--- config.mk ---
export PLATFORM = sky130hd
export DESIGN_NAME = ahb_arbiter
export DESIGN_NICKNAME = d
export VERILOG_FILES = /design/src/rtl/ahb_arbiter.sv
export SDC_FILE = /design/constraint.sdc
export NUM_CORES = 1
export LEC_CHECK = 0
export BUFFER_PORTS_ARGS = -buffer_cell sky130_fd_sc_hd__buf_4
export CORE_MARGIN = 1.5
export CORE_UTILIZATION = 35
export DETAILED_ROUTE_END_ITERATION = 10
export PLACE_DENSITY = 0.52
export SLEW_MARGIN = 15
export SYNTH_ARGS = -nofsm -noshare
export SYNTH_HDL_FRONTEND = slang
export SYNTH_SLANG_ARGS = --single-unit
--- constraint.sdc ---
create_clock -name i_hclk -period 8.05 [get_ports i_hclk]
set_clock_uncertainty 0.15 [all_clocks]
set_input_delay 1.2075 -clock i_hclk [delete_from_list [all_inputs] [get_ports i_hclk]]
set_output_delay 1.2075 -clock i_hclk [all_outputs]
set_load 0.05 [all_outputs]
--- src/rtl/ahb_arbiter.sv ---
// FreeAHB central bus arbiter: round-robin grant with bounded tenure, HLOCK hold and SPLIT masking.
// Define AHB_ARB_SPLIT_EN to build the split-mask logic; when undefined SPLIT behaves like RETRY.
module ahb_arbiter #(
  parameter int NUM_MASTERS    = 4,
  parameter int DEFAULT_MASTER = 0,
  parameter int MAX_TENURE     = 16
) (
  input  logic                   i_hclk,
  input  logic                   i_hreset,
  input  logic [NUM_MASTERS-1:0] i_hbusreq,
  input  logic [NUM_MASTERS-1:0] i_hlock,
  input  logic [1:0]             i_htrans,
  input  logic                   i_hready,
  input  logic [1:0]             i_hresp,
  input  logic [NUM_MASTERS-1:0] i_hsplit,
  output logic [NUM_MASTERS-1:0] o_hgrant,
  output logic [3:0]             o_hmaster,
  output logic [3:0]             o_hmaster_data,
  output logic                   o_hmastlock,
  output logic [NUM_MASTERS-1:0] o_split_mask
);

  localparam logic [1:0] HTRANS_NONSEQ = 2'b10;
  localparam logic [1:0] HTRANS_SEQ    = 2'b11;
  localparam logic [1:0] HRESP_SPLIT   = 2'b11;
  localparam int         TW            = (MAX_TENURE > 2) ? $clog2(MAX_TENURE) : 1;
  // Unlimited tenure still needs a saturation point for the (then unused) counter.
  localparam int         TEN_SAT       = (MAX_TENURE == 0) ? ((1 << TW) - 1)
                                                           : ((MAX_TENURE > 0) ? MAX_TENURE - 1 : 0);
  localparam logic [3:0] DEF_ID        = 4'(DEFAULT_MASTER);

  logic [NUM_MASTERS-1:0] grant_q, grant_d;
  logic [3:0]             owner_q, owner_d;
  logic [3:0]             hmaster_q, hmaster_d;
  logic [3:0]             hmaster_data_q, hmaster_data_d;
  logic                   hmastlock_q, hmastlock_d;
  logic [TW-1:0]          tenure_q, tenure_d;
  logic [NUM_MASTERS-1:0] mask_eff;
  logic                   split_owner;
  logic [NUM_MASTERS-1:0] cand;
  logic                   owner_locked, owner_req, tenure_ok, beat_active;
  int                     rr_dist, rr_best;
  logic [3:0]             rr_idx;

`ifdef AHB_ARB_SPLIT_EN
  logic [NUM_MASTERS-1:0] split_mask_q, split_mask_d;
  logic                   split_hit;

  always_comb begin
    split_hit    = i_hready && (i_hresp == HRESP_SPLIT);
    split_mask_d = split_mask_q & ~i_hsplit;
    // Setting after clearing makes a same-cycle set win over a resume strobe.
    if (split_hit && hmaster_data_q != DEF_ID) begin
      for (int i = 0; i < NUM_MASTERS; i++) begin
        if (hmaster_data_q == 4'(i)) split_mask_d[i] = 1'b1;
      end
    end
    split_mask_d[DEFAULT_MASTER] = 1'b0;
    mask_eff                     = split_mask_q;
    mask_eff[DEFAULT_MASTER]     = 1'b0;
    split_owner                  = split_hit && (hmaster_data_q == owner_q);
  end

  always_ff @(posedge i_hclk) begin
    if (i_hreset) split_mask_q <= '0;
    else          split_mask_q <= split_mask_d;
  end

  assign o_split_mask = split_mask_q;
`else
  logic unused_split;
  assign unused_split = ^{i_hsplit, i_hresp};
  assign mask_eff     = '0;
  assign split_owner  = 1'b0;
  assign o_split_mask = '0;
`endif

  // NOTE: every always_comb output gets its default first, so no path can infer a latch.
  always_comb begin
    cand         = i_hbusreq & ~mask_eff & ~(split_owner ? grant_q : '0);
    owner_locked = |(i_hlock & grant_q);
    owner_req    = |(cand & grant_q);
    tenure_ok    = (MAX_TENURE == 0) || (int'(tenure_q) < TEN_SAT);
    beat_active  = (i_htrans == HTRANS_NONSEQ) || (i_htrans == HTRANS_SEQ);

    // Round-robin: smallest forward distance from owner+1, with the owner itself last.
    rr_best = NUM_MASTERS;
    rr_idx  = DEF_ID;
    for (int i = 0; i < NUM_MASTERS; i++) begin
      rr_dist = i - int'(owner_q) - 1;
      if (rr_dist < 0) rr_dist = rr_dist + NUM_MASTERS;
      if (cand[i] && rr_dist < rr_best) begin
        rr_best = rr_dist;
        rr_idx  = 4'(i);
      end
    end

    owner_d        = owner_q;
    grant_d        = grant_q;
    tenure_d       = tenure_q;
    hmaster_d      = hmaster_q;
    hmaster_data_d = hmaster_data_q;
    hmastlock_d    = hmastlock_q;

    if (i_hready) begin
      if (!split_owner && hmastlock_q && owner_locked) owner_d = owner_q;
      else if (owner_req && tenure_ok)                 owner_d = owner_q;
      else if (|cand)                                  owner_d = rr_idx;
      else                                             owner_d = DEF_ID;

      for (int i = 0; i < NUM_MASTERS; i++) grant_d[i] = (owner_d == 4'(i));

      if (owner_d != owner_q)                                 tenure_d = '0;
      else if (beat_active && int'(tenure_q) < TEN_SAT)       tenure_d = tenure_q + TW'(1);

      hmaster_d      = owner_q;
      hmaster_data_d = hmaster_q;
      hmastlock_d    = owner_locked;
    end
  end

  // NOTE: sequential state uses non-blocking assignments so every flop samples pre-edge values.
  always_ff @(posedge i_hclk) begin
    if (i_hreset) begin
      grant_q        <= '0;
      grant_q[DEFAULT_MASTER] <= 1'b1;
      owner_q        <= DEF_ID;
      hmaster_q      <= DEF_ID;
      hmaster_data_q <= DEF_ID;
      hmastlock_q    <= 1'b0;
      tenure_q       <= '0;
    end else begin
      grant_q        <= grant_d;
      owner_q        <= owner_d;
      hmaster_q      <= hmaster_d;
      hmaster_data_q <= hmaster_data_d;
      hmastlock_q    <= hmastlock_d;
      tenure_q       <= tenure_d;
    end
  end

  assign o_hgrant       = grant_q;
  assign o_hmaster      = hmaster_q;
  assign o_hmaster_data = hmaster_data_q;
  assign o_hmastlock    = hmastlock_q;

endmodule
# Word-level counts from Yosys, hierarchy flattened

Cells that the tools add are included.

Bitwise gates (word level): 2
Equal/unequal tests: 6
Magnitude comparators: 9
Multiplexer cells: 16
$add $sub $neg: 13
Reduce and logical (&&, ||, !) cells: 14

Operator list:

| cell                                                                   | number |
|---|---|
| 32-bit 2-to-1 mux                                                      | 7 |
| 32-bit < comparator                                                    | 3 |
| 32-bit by 4-bit < comparator with 1-bit output (second input constant) | 1 |
| 6-bit by 4-bit adder with 7-bit output (second input constant)         | 4 |
| 6-bit by 1-bit < comparator with 1-bit output (second input constant)  | 4 |
| 4-bit 2-to-1 mux                                                       | 6 |
| 5-bit by 2-bit subtractor with 6-bit output (second input constant)    | 4 |
| 4-bit OR reduction                                                     | 3 |
| 1-bit by 4-bit subtractor with 5-bit output (first input constant)     | 2 |
| 2-bit by 4-bit subtractor with 5-bit output (first input constant)     | 2 |
| 4-bit bitwise AND                                                      | 2 |
| 4-bit by 2-bit == test with 1-bit output (second input constant)       | 2 |
| 1-bit logical AND                                                      | 7 |
| 4-bit by 1-bit adder with 4-bit output (second input constant)         | 1 |
| 2-bit == test (second input constant)                                  | 2 |
| 4-bit by 1-bit == test with 1-bit output (second input constant)       | 1 |
| 4-bit zero test                                                        | 1 |
| 4-bit < comparator (second input constant)                             | 1 |
| 2-bit 2-to-1 mux                                                       | 2 |
| 4-bit != test                                                          | 1 |
| 2-bit AND reduction                                                    | 1 |
| 2-bit nonzero test                                                     | 1 |
| 1-bit logical OR                                                       | 1 |
| 1-bit 2-to-1 mux                                                       | 1 |

Output and inout bits: 17
Word-level logic and storage cells: 66
Bits in registers: 21
Input bits: 19

# Longest topological paths before layout

Word-level depth: 23
Gate-level depth with buffers: 42
Depth with buffers taken out: 38

# Worst setup path before layout

No wires, ideal clock.

Path kind: register -> register
From: reg owner_q[0]
To: reg tenure_q[0]
Setup slack: 0.282 ns
Library setup time: 0.078 ns
Arrival: 7.539 ns
Clock period less this slack: 7.768 ns
Buffers on the path: 3
Required time: 7.822 ns
Stages on the path, launching flop included: 39
Cells stage by stage: dfxtp_1 buf_2 inv_1 ha_1 clkbuf_1 or4_4 nand2_1 xnor2_1 ha_1 nor3b_1 o22a_1 o31a_1 o31ai_4 a21oi_1 inv_1 ha_1 nor3b_1 a21oi_1 [... 3 more ...] mux2i_1 ha_1 a2111oi_0 a21boi_0 and4b_1 buf_1 nor2_1 a21oi_1 ha_1 a21o_1 a21oi_1 o2111ai_1 a21boi_0 and3_1 nor3_1 o41ai_1 a31oi_1 nor3_1

Longest elaborated chain between the ends: 23
Elaborated cells on any way between the ends: 42
Classes of those cells: add/sub (12); order compare (8); eq/ne (1); mux (15); reduce/logical (6)

RTL lines:

| item                                                                                                           | RTL line | RTL |
|---|---|---|
| start: declaration                                                                                             | 33       | `logic [3:0] owner_q, owner_d;` |
| start signal: assignment                                                                                       | 134      | `owner_q <= owner_d;` |
| 1-bit by 4-bit subtractor with 5-bit output                                                                    | 90       | `rr_dist = i - int'(owner_q) - 1;` |
| 5-bit by 2-bit subtractor with 6-bit output                                                                    | 90       |  |
| 6-bit by 4-bit adder with 7-bit output / 6-bit by 1-bit < comparator with 1-bit output (equally long branches) | 91       | `if (rr_dist < 0) rr_dist = rr_dist + NUM_MASTERS;` |
| 32-bit 2-to-1 mux                                                                                              | 91       |  |
| 32-bit by 4-bit < comparator with 1-bit output                                                                 | 92       | `if (cand[i] && rr_dist < rr_best) begin` |
| 1-bit logical AND                                                                                              | 92       |  |
| 32-bit 2-to-1 mux                                                                                              | 92       |  |
| 32-bit < comparator                                                                                            | 92       |  |
| [... 7 more ...]                                                                                               | --       |  |
| 2-bit 2-to-1 mux                                                                                               | 92       |  |
| 4-bit 2-to-1 mux                                                                                               | 108      | `else if (\|cand) owner_d = rr_idx;` |
| 4-bit 2-to-1 mux                                                                                               | 107      | `else if (owner_req && tenure_ok) owner_d = owner_q;` |
| 4-bit 2-to-1 mux                                                                                               | 106      | `if (!split_owner && hmastlock_q && owner_locked) owner_d = owner_q;` |
| 4-bit 2-to-1 mux                                                                                               | 105      | `if (i_hready) begin` |
| 4-bit != test (*)                                                                                              | 113      | `if (owner_d != owner_q) tenure_d = '0;` |
| 2-bit nonzero test (no source line)                                                                            | --       |  |
| 2-bit AND reduction (no source line)                                                                           | --       |  |
| end signal: assignment                                                                                         | 138      | `tenure_q <= tenure_d;` |
| end: declaration                                                                                               | 37       | `logic [TW-1:0] tenure_q, tenure_d;` |

Every way passes the cells marked *; elsewhere a longest branch is shown, timed or not. The select of a mux whose other input is x is not followed.
A chain may end at the register's enable or synchronous reset.

# Final worst setup path

From: reg owner_q[0]
To: reg grant_q[2] (netlist: o_hgrant[2])

Longest elaborated chain between the ends: 21
Elaborated cells on any way between the ends: 39
Classes of those cells: add/sub (12); order compare (8); eq/ne (1); mux (14); reduce/logical (4)

RTL lines:

| item                                                                                                           | RTL line | RTL |
|---|---|---|
| 1-bit by 4-bit subtractor with 5-bit output                                                                    | 90       |  |
| 5-bit by 2-bit subtractor with 6-bit output                                                                    | 90       |  |
| 6-bit by 4-bit adder with 7-bit output / 6-bit by 1-bit < comparator with 1-bit output (equally long branches) | 91       |  |
| 32-bit 2-to-1 mux                                                                                              | 91       |  |
| 32-bit by 4-bit < comparator with 1-bit output                                                                 | 92       |  |
| 1-bit logical AND                                                                                              | 92       |  |
| 32-bit 2-to-1 mux                                                                                              | 92       |  |
| 32-bit < comparator                                                                                            | 92       |  |
| [... 5 more ...]                                                                                               | --       |  |
| 32-bit < comparator                                                                                            | 92       |  |
| 1-bit logical AND                                                                                              | 92       |  |
| 2-bit 2-to-1 mux                                                                                               | 92       |  |
| 4-bit 2-to-1 mux                                                                                               | 108      |  |
| 4-bit 2-to-1 mux                                                                                               | 107      |  |
| 4-bit 2-to-1 mux (*)                                                                                           | 106      |  |
| 4-bit 2-to-1 mux (*)                                                                                           | 105      |  |
| 4-bit by 2-bit == test with 1-bit output (*)                                                                   | 111      | `for (int i = 0; i < NUM_MASTERS; i++) grant_d[i] = (owner_d == 4'(i));` |
| end signal: assignment                                                                                         | 133      | `grant_q <= grant_d;` |
| end: declaration                                                                                               | 32       | `logic [NUM_MASTERS-1:0] grant_q, grant_d;` |

Marks and branches as above.

==> flow_metrics.env <==
export IMPL_status="finished, final reports clean"
export IMPL_cts_tree="yes"
export IMPL_drive_gt1_share_pct=22.8
export IMPL_clock_sinks=21
export IMPL_grt_max_degree=22
export IMPL_fillers=757
export IMPL_max_slew_worst_pin_slew_ps=603
export IMPL_area_growth_synth_to_final_pct=24.6
export IMPL_cts_buffers=3
export IMPL_hpwl_um=5770
export IMPL_cp_required_ps=8090
export IMPL_final_hold_viol_count=0
export IMPL_final_area_mm2=0.00338
export IMPL_postRouteAntennaNets=0
export IMPL_drt_iter0_markers=97
export IMPL_synth_seq_area_share_pct=15.5
export IMPL_layoutNonFillerInstCount=511
export IMPL_ios=36
export IMPL_fin_crit_sh_pct=94.6
export IMPL_grt_pass1_vias=2519
export IMPL_slew_headroom_pct=59.8
export IMPL_postCtsHoldBufs=0
export IMPL_ys_top_cells_by_area="dfxtp_1 (15%), ha_1 (15%), nand2_1 (6.1%)"
export IMPL_fin_crit_ps=7620
export IMPL_start_util_pct=36.9
export IMPL_final_core_util_pct=45.9
export IMPL_path_max_fanout=4
export IMPL_fmax_mhz=131
export IMPL_slew_viol_final=0
export IMPL_fp_coreArea_mm2=0.00737
export IMPL_setup_worst_path_start="owner_q[0]"
export IMPL_netlist_area_mm2=0.00272
export IMPL_seqCellArea_um2=420
export IMPL_yosysTopAreaCell="dfxtp_1"
export IMPL_crit_arrival_ps=7660
export IMPL_drc=0
export IMPL_cts_root_buf="clkbuf_8"
export IMPL_path_clk_slew_ps=80
export IMPL_synth_flop_cell="dfxtp_1"
export IMPL_place_gp_congestion=0.846
export IMPL_postSynthCellCount=359
export IMPL_antenna_found_initial=0
export IMPL_path_common_cell="ha_1"
export IMPL_htreeDepth=1
export IMPL_async_reset_ff_share_pct=0
export IMPL_slowest_delay_ps=490
export IMPL_worst_setup_path_start_kind="register"
export IMPL_yosysWarnings=0
export IMPL_dr_pass1_iters=4
export IMPL_port_buffers=24
export IMPL_endpoint_kind="register"
export IMPL_netlist_area_leader_share_pct=15.5
export IMPL_hold_class="register to register"
export IMPL_synthTopCellsByCount="nand2_1 (44), ha_1 (33), nor2_1 (26), a21oi_1 (23), dfxtp_1 (21)"
export IMPL_n_antenna_cell=0
export IMPL_clock_path_buffers=2
export IMPL_routedWlPerCell_um=14.3
export IMPL_clk_latency_ps=260
export IMPL_wirelength_um=7310
export IMPL_synth_distinct_cells=61
export IMPL_path_class="register to register"
export IMPL_worstHoldStart="o_hmaster_data[2]"
export IMPL_maxCapViolCount=0
export IMPL_fin_setup_tns_ps=0
export IMPL_avgSynthCellArea_um2=7.57
export IMPL_fp_dieH_um=91.1
export IMPL_synth_seq_cells=21
export IMPL_multiInputGateArea_mm2=0.00224
export IMPL_vias=2686
export IMPL_placedCellCount=503
export IMPL_grt_overflow_total=0
export IMPL_grt_pass1_wl_um=12000
export IMPL_final_nets=465
export IMPL_synth_most_common_cell="nand2_1"
export IMPL_grt_use_total_pct=17.4
export IMPL_rows=31
export IMPL_die_area_mm2=0.00830
export IMPL_post_dp_cell_area_mm2=0.00322
export IMPL_slowest_stage="or4_4"
export IMPL_rr_startpoint="owner_q[0]"
export IMPL_die_x_um=91.1
export IMPL_routed_via_density=5.26
export IMPL_synth_edff_count=0
export IMPL_setup_violations=0
==> state kept, by name, summed over array words and instances (netlist names) <==
name and count:
o_hgrant 4, tenure_q 4, o_hmaster 4, owner_q 4
o_hmaster_data 4, o_hmastlock 1
==> metal layers <==
metal  global-route usage (%)  wire length [um]  part of all wire, %
met5                        0                 0                    0
met1                     24.1              3710                   51
met4                     2.99                68                 0.93
met2                     28.7              3290                   45
met3                     2.43               251                  3.4
==> area by class of cell <==
class	count	area share [%]
clock buffers	3	1.22
clock inverters	1	0.222
inverters	14	1.55
multi-input cells	307	66.3
flip-flops and latches	21	12.4
well taps	99	3.66
repair buffers	66	14.6
==> stage by stage <==
| step | hold WS (ps) | worst slack (ps) |
|---|---|---|
| after global routing | 399 | -41.6 |
| after CTS | 363 | 56.0 |
| after floorplan | 331 | 282 |
| final | 355 | 434 |
| after detailed placement | 344 | 181 |
| after global placement | 326 | 68.6 |
==> critical path: cells and delay by family (launching register included) <==
family | cells | cell delay [ps]
AND/OR/NAND/NOR | 14 | 2880
flip-flops | 1 | 340
adder cells (fa/ha/maj) | 5 | 1380
XOR/XNOR | 1 | 70
AO/OA/AOI/OAI | 12 | 2110
buffers and inverters | 5 | 610
==> cell families (layout without fill, tap and decap cells) <==
family | count (synthesis) | after routing | share of synthesized area (%)
other | 1 | 4 | 0.138
XOR/XNOR | 23 | 23 | 7.42
AND/OR/NAND/NOR | 138 | 138 | 26.1
buffers and inverters | 34 | 84 | 5.44
AO/OA/AOI/OAI | 96 | 96 | 25.5
adder cells (fa/ha/maj) | 33 | 33 | 15.2
flip-flops | 21 | 21 | 15.5
multiplexers | 13 | 13 | 4.79
==> cells in the final DEF, fill, tap and decap left out, types with 6 or more instances in the layout <==
| master | count |
|---|---|
| a21oi_1 | 20 |
| a22oi_1 | 6 |
| and2_1 | 7 |
| buf_4 | 66 |
| dfxtp_1 | 21 |
| ha_1 | 32 |
| inv_1 | 12 |
| mux2i_1 | 12 |
| nand2_1 | 44 |
| nand2b_1 | 9 |
| nand3_1 | 8 |
| nor2_1 | 26 |
| nor2b_1 | 6 |
| nor3_1 | 11 |
| o21ai_0 | 17 |
| xnor2_1 | 16 |
| xor2_1 | 7 |
==> worst paths after layout <==
kind / to / slack (ps) / cells after the start
worst max register to register: o_hgrant[2] / 430 / 37
worst min-delay path: o_hmaster_data[2] / 360 / 2
worst max-delay path: o_hgrant[2] / 430 / 37
worst min register to register: o_hmaster_data[2] / 360 / 2
==> what timing repair did <==
action,4_1_cts,5_1_grt
buffers inserted,0,4
gates resized for setup,0,20
setup endpoints to repair,0,10
Power is left out: the tool's default activity adds up to more than one toggle a clock period on the data nets, which glitch-free logic cannot reach.
